--- src/rtl/skid_register_pkg.sv ---
// Shared types for the skid_register elastic pipeline stage.
// Holds the occupancy encoding used by the top and any future wrappers.
package skid_register_pkg;

    typedef enum logic [1:0] {
        EMPTY = 2'd0,
        ONE   = 2'd1,
        FULL  = 2'd2
    } skid_state_t;

endpackage

--- src/rtl/skid_register.sv ---
// Two-entry valid/ready skid register with a fully registered in_ready.
// Optional synchronous flush port is built when SKID_REGISTER_FLUSH_EN is defined.
module skid_register
    import skid_register_pkg::*;
#(
    parameter int WIDTH = 32
) (
    input  logic             clk,
    input  logic             reset_n,
    input  logic             in_valid,
    input  logic [WIDTH-1:0] in_data,
    output logic             in_ready,
    output logic             out_valid,
    output logic [WIDTH-1:0] out_data,
    input  logic             out_ready
`ifdef SKID_REGISTER_FLUSH_EN
    ,
    input  logic             flush
`endif
);

    skid_state_t      state_q, state_d;
    logic [WIDTH-1:0] main_q, main_d;
    logic [WIDTH-1:0] skid_q, skid_d;
    logic             in_ready_q, in_ready_d;
    logic             in_xfer, out_xfer;

    assign out_valid = (state_q != EMPTY);
    assign out_data  = main_q;
    assign in_ready  = in_ready_q;

    // in_ready_q is zero while FULL, so in_xfer never fires in that state.
    assign in_xfer  = in_valid && in_ready_q;
    assign out_xfer = out_valid && out_ready;

    always_comb begin
        state_d = state_q;
        main_d  = main_q;
        skid_d  = skid_q;
        unique case (state_q)
            EMPTY: begin
                if (in_xfer) begin
                    state_d = ONE;
                    main_d  = in_data;
                end
            end
            ONE: begin
                if (in_xfer && out_xfer) begin
                    main_d = in_data;
                end else if (in_xfer) begin
                    state_d = FULL;
                    skid_d  = in_data;
                end else if (out_xfer) begin
                    state_d = EMPTY;
                end
            end
            FULL: begin
                if (out_xfer) begin
                    state_d = ONE;
                    main_d  = skid_q;
                end
            end
            default: state_d = EMPTY;
        endcase
`ifdef SKID_REGISTER_FLUSH_EN
        // Only occupancy is dropped; the data registers keep stale contents.
        if (flush) begin
            state_d = EMPTY;
        end
`endif
        in_ready_d = (state_d != FULL);
    end

    always_ff @(posedge clk or negedge reset_n) begin
        if (!reset_n) begin
            state_q    <= EMPTY;
            main_q     <= '0;
            skid_q     <= '0;
            in_ready_q <= 1'b0;
        end else begin
            state_q    <= state_d;
            main_q     <= main_d;
            skid_q     <= skid_d;
            in_ready_q <= in_ready_d;
        end
    end

endmodule

--- config.mk ---
export PLATFORM = sky130hd
export DESIGN_NAME = skid_register
export DESIGN_NICKNAME = d
export VERILOG_FILES = /design/src/rtl/skid_register_pkg.sv /design/src/rtl/skid_register.sv
export SDC_FILE = /design/constraint.sdc
export NUM_CORES = 1
export LEC_CHECK = 0
export BUFFER_PORTS_ARGS = -buffer_cell sky130_fd_sc_hd__buf_2
export CAP_MARGIN = 0
export CELL_PAD_IN_SITES_DETAIL_PLACEMENT = 0
export CELL_PAD_IN_SITES_GLOBAL_PLACEMENT = 1
export CORE_MARGIN = 2
export CORE_UTILIZATION = 40
export DETAILED_ROUTE_END_ITERATION = 8
export PLACE_DENSITY_LB_ADDON = 0.2
export SLEW_MARGIN = 20
export SYNTH_ARGS = -nofsm -noshare
export SYNTH_HDL_FRONTEND = slang
export SYNTH_SLANG_ARGS = --single-unit
--- constraint.sdc ---
create_clock -name clk -period 2 [get_ports clk]
set_input_delay 0.2 -clock clk [delete_from_list [all_inputs] [get_ports clk]]
set_output_delay 0.2 -clock clk [all_outputs]
set_load 0.03 [all_outputs]
==> results of run 1 <==
-- per-stage QoR --
stage	total power [mW]	util (%)	hold WS [ns]	instances	worst slack, ns
2_1_floorplan	4.13	-	-0.0956	186	0.291
3_3_place_gp	4.79	48.2	0.235	353	0.354
3_5_place_dp	4.85	48.2	0.234	353	0.318
4_1_cts	6.01	51.1	0.0839	369	0.301
5_1_grt	6.29	51.1	0.0846	369	0.223
6_report	5.91	51.1	0.104	369	0.310
-- layer usage --
metal	global-route usage [%]	vias up	wire (um)
met4	4.88	0	40
met3	7.13	4	402
li1	-	834	-
met5	0	-	0
met2	21.8	53	2590
met1	19.0	896	2400
-- final cells by class --
type                            instances  area (um2)  area share, %
Timing Repair Buffer                   78         453           12.4
Clock inverter                          4        50.0           1.36
Sequential cell                        67        1680           45.7
Multi-Input combinational cell        109        1210           33.0
Clock buffer                           11         151           4.13
Tap cell                               99         124           3.38
Inverter                                1        3.75          0.102
-- cell families (layout without fill, tap and decap cells) --
kind of cell           count (synthesis)  in the layout  share of synthesized area [%]
AO/OA/AOI/OAI                          3              3                          0.981
AND/OR/NAND/NOR                        9              9                           2.26
multiplexers                          97             97                           37.2
buffers and inverters                 10             94                           2.43
flip-flops                            67             67                           57.1
-- power by group through the flow --
stage	Sequential (mW)	Combinational, mW	Clock, mW
after detailed placement	2.40	2.45	0
after floorplan	3.01	1.12	0
final	2.37	2.41	1.13
after CTS	2.37	2.46	1.17
after global placement	2.38	2.41	0
after global routing	2.46	2.59	1.24
-- path summary, 6_finish.rpt --
path | from | to | slack, ns | cells after the start
setup / recovery | state_q[1]$_DFF_PN0_ | out_data[31]$_DFFE_PN0P_ | 0.31 | 4
max in group asynchronous | reset_n | skid_q[9]$_DFFE_PN0P_ | 0.96 | 3
setup reg to reg | state_q[1]$_DFF_PN0_ | out_data[31]$_DFFE_PN0P_ | 0.31 | 4
min in group asynchronous | reset_n | out_data[3]$_DFFE_PN0P_ | 0.41 | 2
hold reg to reg | out_data[8]$_DFFE_PN0P_ | out_data[8]$_DFFE_PN0P_ | 0.50 | 1
hold / removal | in_data[17] | skid_q[17]$_DFFE_PN0P_ | 0.10 | 2
-- state kept, by name, indices dropped and copies added, names as in the netlist --
register and cells:
skid_q 32, in_ready 1, out_data 32, state_q 2
-- layout by cell type, fill, tap and decap left out, types with 2 or more instances in the layout --
cell,netlist,final
nand4b_1,2,2
buf_2,0,69
buf_12,0,3
mux2_2,96,96
dfrtp_1,67,67
clkbuf_8,0,11
clkinvlp_4,0,2
buf_4,9,5
==> results.py, run 1 <==
metrics = {
    "clock_network": {
        "root_buffer": "clkbuf_8",
        "cts_setup_buffers": 0,
        "clockBufferDepth": 2,
        "cts_sinks": 67,
        "cts.clk_slew.worst_paths_ns": 0.07,
        "cts_hold_buf": 1,
        "cts_inserted_buffers": 9,
        "clock_latency_ns": 0.34,
        "htree_levels": 3,
        "cts_tree": "done",
        "cts.repair.resized": 0,
    },
    "pwr": {
        "ir_drop_uv": 950,
        "p_switching_mw": 2.13,
        "seqPwrFrac_pct": 40.0,
        "power.density_nw_per_um2": 1610,
        "p_comb_share_pct": 40.9,
        "clkPwrFrac_pct": 19.1,
        "switching_share_pct": 36.1,
        "p_leak_nw": 1.62,
        "intPower_mw": 3.78,
    },
    "critical_path": {
        "path_class": "flop to flop",
        "cp.required_ns": 2.22,
        "path_max_fanout": 12,
        "critPathSlowestCell": "dfrtp_1",
        "slowest_delay_ns": 0.47,
        "critPathBufInv": 1,
        "cp.arrival_ns": 1.91,
        "start_kind": "flop",
        "cp_cell_sequence": "or2_1 -> o211ai_4 -> buf_4 -> mux2_2",
        "critPathCaptureType": "flop",
        "path_delay_family": "flip-flops",
    },
    "route": {
        "wl_mm": 5.43,
        "drtIter0Drc": 63,
        "firstDrtPassIters": 4,
        "drc": 0,
        "via_per_inst": 4.84,
        "ant_nets": 0,
        "num_vias": 1787,
        "routedWlPerCell_um": 14.7,
    },
    "global_route": {
        "grt_pass1_wl_mm": 8.67,
        "groute.usage.overall_pct": 14.7,
        "gr-total-overflow": 0,
        "grt_max_degree": 31,
        "grt_antenna_before_repair": 0,
        "grt_pass1_vias": 1758,
    },
    "floorplanning": {
        "core_area_um2": 7180,
        "dieWidth_um": 89.6,
        "rows": 31,
        "die_area_um2": 8040,
        "fp.dieH_um": 89.6,
        "initial_core_util_pct": 40.9,
        "io_pins": 70,
    },
    "placed_design": {
        "dpl_cell_area_um2": 3460,
        "port_buffers": 69,
        "dp_hpwl_mm": 3.74,
        "globalplace.congestion": 0.689,
    },
    "synthesis": {
        "ys.flop_type": "dfrtp_1",
        "ys_seq_area_share_pct": 57.1,
        "synth_top_area_share_pct": 57.1,
        "syn-cell-area_um2": 2930,
        "synth_cells": 186,
        "synth_edf_count": 0,
        "post_synth_num_cell_types": 15,
        "syn_area_per_cell_um2": 15.8,
        "syn-num-nets": 222,
        "synthTopCellsByArea": "dfrtp_1 (57%), mux2_2 (37%), buf_4 (2.3%), nand4b_1 (0.60%), nor2b_1 (0.43%)",
        "async_reset_ff_share_pct": 100,
        "ys_ff_latch": 67,
        "synth_most_common_cell": "mux2_2",
        "ys_top_cells_by_count": "mux2_2 (96), dfrtp_1 (67), buf_4 (9)",
        "yosys_warnings": 0,
        "yosysTopAreaCell": "dfrtp_1",
    },
    "timing": {
        "setup_viol": 0,
        "hold_violations": 0,
        "fin_crit_ns": 1.69,
        "setup_tns_ns": 0,
        "fin_skew_ns": 0.00770,
        "fmax_mhz": 592,
        "tightest_slew_ns": 0.587,
        "maxSlewHeadroom_pct": 60.9,
        "final_max_slew_viol_count": 0,
        "rsz0062_at_grt": "no",
        "post-route-period-util_pct": 84.5,
    },
    "finish": {
        "final_area_um2": 3670,
        "diodes": 0,
        "syn2layout_area_growth_pct": 25.0,
        "nNetsFinal": 302,
        "drive_gt1_share_pct": 70.7,
        "n_fill_cell": 655,
    },
    "hold_path": {
        "worst_hold_path_type": "input pin to flop",
    },
    "outcome": {
        "status": "finished, final reports clean",
    },
    "flow_run": {
        "drv_cap": 0,
    },
}
No activity file was read; power rests on OpenSTA's default activity.
==> run 2: changes to the inputs <==
--- a/config.mk
+++ b/config.mk
@@ -5,12 +5,13 @@
 export SDC_FILE = /design/constraint.sdc
 export NUM_CORES = 1
 export LEC_CHECK = 0
+export ABC_AREA = 1
 export BUFFER_PORTS_ARGS = -buffer_cell sky130_fd_sc_hd__buf_2
 export CAP_MARGIN = 0
 export CELL_PAD_IN_SITES_DETAIL_PLACEMENT = 0
 export CELL_PAD_IN_SITES_GLOBAL_PLACEMENT = 1
 export CORE_MARGIN = 2
-export CORE_UTILIZATION = 40
+export CORE_UTILIZATION = 39
 export DETAILED_ROUTE_END_ITERATION = 8
 export PLACE_DENSITY_LB_ADDON = 0.2
 export SLEW_MARGIN = 20
==> constraint.sdc (replaced) <==
create_clock -name clk -period 1.65 [get_ports clk]
set_input_delay 0.165 -clock clk [delete_from_list [all_inputs] [get_ports clk]]
set_output_delay 0.165 -clock clk [all_outputs]
set_load 0.03 [all_outputs]
==> results.py, run 2 <==
metrics = {
    "synthesis": {
        "ys_top_cells_by_count": "nand2_1 (194), nand3_1 (96), dfrtp_1 (67)",
        "yosysTopAreaCell": "dfrtp_1",
        "synth_edf_count": 0,
        "synth_most_common_cell": "nand2_1",
        "synthTopCellsByArea": "dfrtp_1 (53%), nand2_1 (23%), nand3_1 (15%), buf_2 (2.8%), buf_6 (2.1%)",
        "yosys_warnings": 0,
        "synth_cells": 400,
        "syn-num-nets": 436,
        "ys_ff_latch": 67,
        "syn-cell-area_um2": 3170,
        "ys.flop_type": "dfrtp_1",
        "syn_area_per_cell_um2": 7.93,
        "ys_seq_area_share_pct": 52.9,
        "async_reset_ff_share_pct": 100,
        "synth_top_area_share_pct": 52.9,
        "post_synth_num_cell_types": 15,
    },
    "critical_path": {
        "reg2reg_to": "out_data[14]$_DFFE_PN0P_",
        "cp_cell_sequence": "inv_4 -> nand2_2 -> buf_2",
        "rr_worst_depth": 6,
        "timing.rr.start": "state_q[0]$_DFF_PN0_",
        "critPathBufInv": 2,
        "path_delay_family": "flip-flops",
        "cp.required_ns": 1.48,
        "critPathSlowestCell": "dfrtp_1",
        "slowest_delay_ns": 0.57,
        "path_max_fanout": 9,
        "critPathCaptureType": "output pin",
        "path_class": "flop to output pin",
        "rrSetupSlack_ns": 0.19,
        "cp.arrival_ns": 1.32,
        "start_kind": "flop",
    },
    "clock_network": {
        "cts.clk_slew.worst_paths_ns": 0.07,
        "cts_sinks": 67,
        "cts_setup_buffers": 0,
        "cts_tree": "done",
        "cts_inserted_buffers": 9,
        "root_buffer": "clkbuf_8",
        "htree_levels": 3,
        "clock_latency_ns": 0.34,
        "clockBufferDepth": 2,
    },
    "timing": {
        "fin_skew_ns": 0.00618,
        "fin_crit_ns": 1.49,
        "maxSlewHeadroom_pct": 68.7,
        "rsz0062_at_grt": "no",
        "post-route-period-util_pct": 90.3,
        "fmax_mhz": 671,
        "setup_viol": 0,
        "tightest_slew_ns": 0.469,
        "final_max_slew_viol_count": 0,
        "timing.hold.ws_ns": 0.0678,
        "setup_tns_ns": 0,
        "hold_violations": 0,
    },
    "route": {
        "wl_mm": 8.43,
        "routedWlPerCell_um": 14.7,
        "drtIter0Drc": 161,
        "drc": 0,
        "firstDrtPassIters": 4,
        "via_per_inst": 4.98,
        "ant_nets": 0,
        "num_vias": 2850,
    },
    "global_route": {
        "grtUsageMet3_pct": 4.17,
        "grt_max_degree": 36,
        "gr-usage-met2_pct": 32.1,
        "grt_antenna_before_repair": 0,
        "grt_pass1_wl_mm": 14.1,
        "gr-total-overflow": 0,
        "met1_usage_pct": 28.6,
        "grt_pass1_vias": 2850,
        "groute.usage.overall_pct": 20.7,
        "top_usage_layer": "met2",
    },
    "floorplanning": {
        "die_area_um2": 8870,
        "initial_core_util_pct": 40.6,
        "dieWidth_um": 94.2,
        "rows": 32,
        "core_area_um2": 7810,
        "io_pins": 70,
        "fp.dieH_um": 94.2,
    },
    "pwr": {
        "power_mw": 7.98,
        "ir_drop_uv": 770,
        "power.density_nw_per_um2": 2080,
        "p_leak_nw": 2.17,
    },
    "finish": {
        "n_fill_cell": 795,
        "diodes": 0,
        "drive_gt1_share_pct": 23.0,
        "final_cell_mix": "nand2_1 (194), nand3_1 (96), buf_2 (68)",
        "syn2layout_area_growth_pct": 20.7,
        "nNetsFinal": 501,
        "layout_commonest_cell": "nand2_1",
    },
    "placed_design": {
        "dp_hpwl_mm": 5.38,
        "port_buffers": 69,
        "globalplace.congestion": 0.835,
    },
    "hold_path": {
        "min_from": "in_data[9]",
        "hold_depth": 3,
        "worstHoldEndpoint": "skid_q[9]$_DFFE_PN0P_",
        "worst_hold_path_type": "input pin to flop",
    },
    "flow_run": {
        "drv_cap": 0,
    },
    "outcome": {
        "status": "finished, final reports clean",
    },
}
run 2: changes by cell type after synthesis, moves of 2 or more:
cell      before  now
nor2_2         0    2
buf_6          0    6
nand4b_1       2    0
nand2_1        1  194
nand2_2        0    4
nand2_4        0    2
buf_2          0   18
inv_2          0    2
mux2_2        96    0
buf_4          9    4
nor2b_1        2    0
nand3_1        0   96
run 2: cell type report:
cell class              count  area [um2]  area share [%]
well taps                 102         128            3.33
clock inverters             4        72.6            1.89
inverters                   4        17.5           0.457
flip-flops and latches     67        1680            43.8
multi-input cells         301        1300            34.0
clock buffers              12         155            4.05
repair buffers             82         477            12.4
run 2: layer usage:
metal	routed length (um)	up-vias
met2	3980	71
met3	386	9
li1	-	1409
met5	0	-
met4	102	0
met1	3960	1361
run 2: worst register-to-register path: cells and delay by family, from the launching register on:
kind	cells	cell delay, ns
simple gates	4	0.57
buf+inv	2	0.43
flops	1	0.41
run 2: logic make-up after synthesis:
group	share of synthesized area, %
simple gates	40.5
buf+inv	6.47
compound gates	0.158
flops	52.9
run 2: repair_timing:
action,in CTS,in global routing
resized for setup,0,3
endpoints found under the hold margin,32,0
hold buffers,1,0
setup endpoints to repair,0,32
run 2: how the worst max path moves through the flow:
stage	from	cells after the start	to	slack, ns
6_report	state_q[1]$_DFF_PN0_	3	out_valid	0.16
5_1_grt	state_q[0]$_DFF_PN0_	6	out_data[20]$_DFFE_PN0P_	0.04
4_1_cts	state_q[1]$_DFF_PN0_	5	out_data[4]$_DFFE_PN0P_	0.06
3_5_place_dp	state_q[0]$_DFF_PN0_	6	out_data[14]$_DFFE_PN0P_	0.08
3_3_place_gp	state_q[0]$_DFF_PN0_	6	out_data[9]$_DFFE_PN0P_	0.16
2_1_floorplan	in_ready$_DFF_PN0_	6	skid_q[10]$_DFFE_PN0P_	0.36
run 2: through the flow:
stage                     util, %  worst slack [ns]  instance area (um2)  instances
after global routing         49.1            0.0409                 3830        572
after global placement       45.8             0.160                 3570        555
after floorplan                 -             0.360                 3170        400
after detailed placement     45.8            0.0785                 3570        555
final                        49.1             0.160                 3830        572
after CTS                    48.8            0.0581                 3810        572
run 2: report_power, final:
group | total (mW) | leakage, nW | switching (mW) | internal (mW)
Sequential | 2.83 | 0.832 | 0.416 | 2.42
Combinational | 3.57 | 1.23 | 2.53 | 1.04
Clock | 1.58 | 0.113 | 0.648 | 0.932
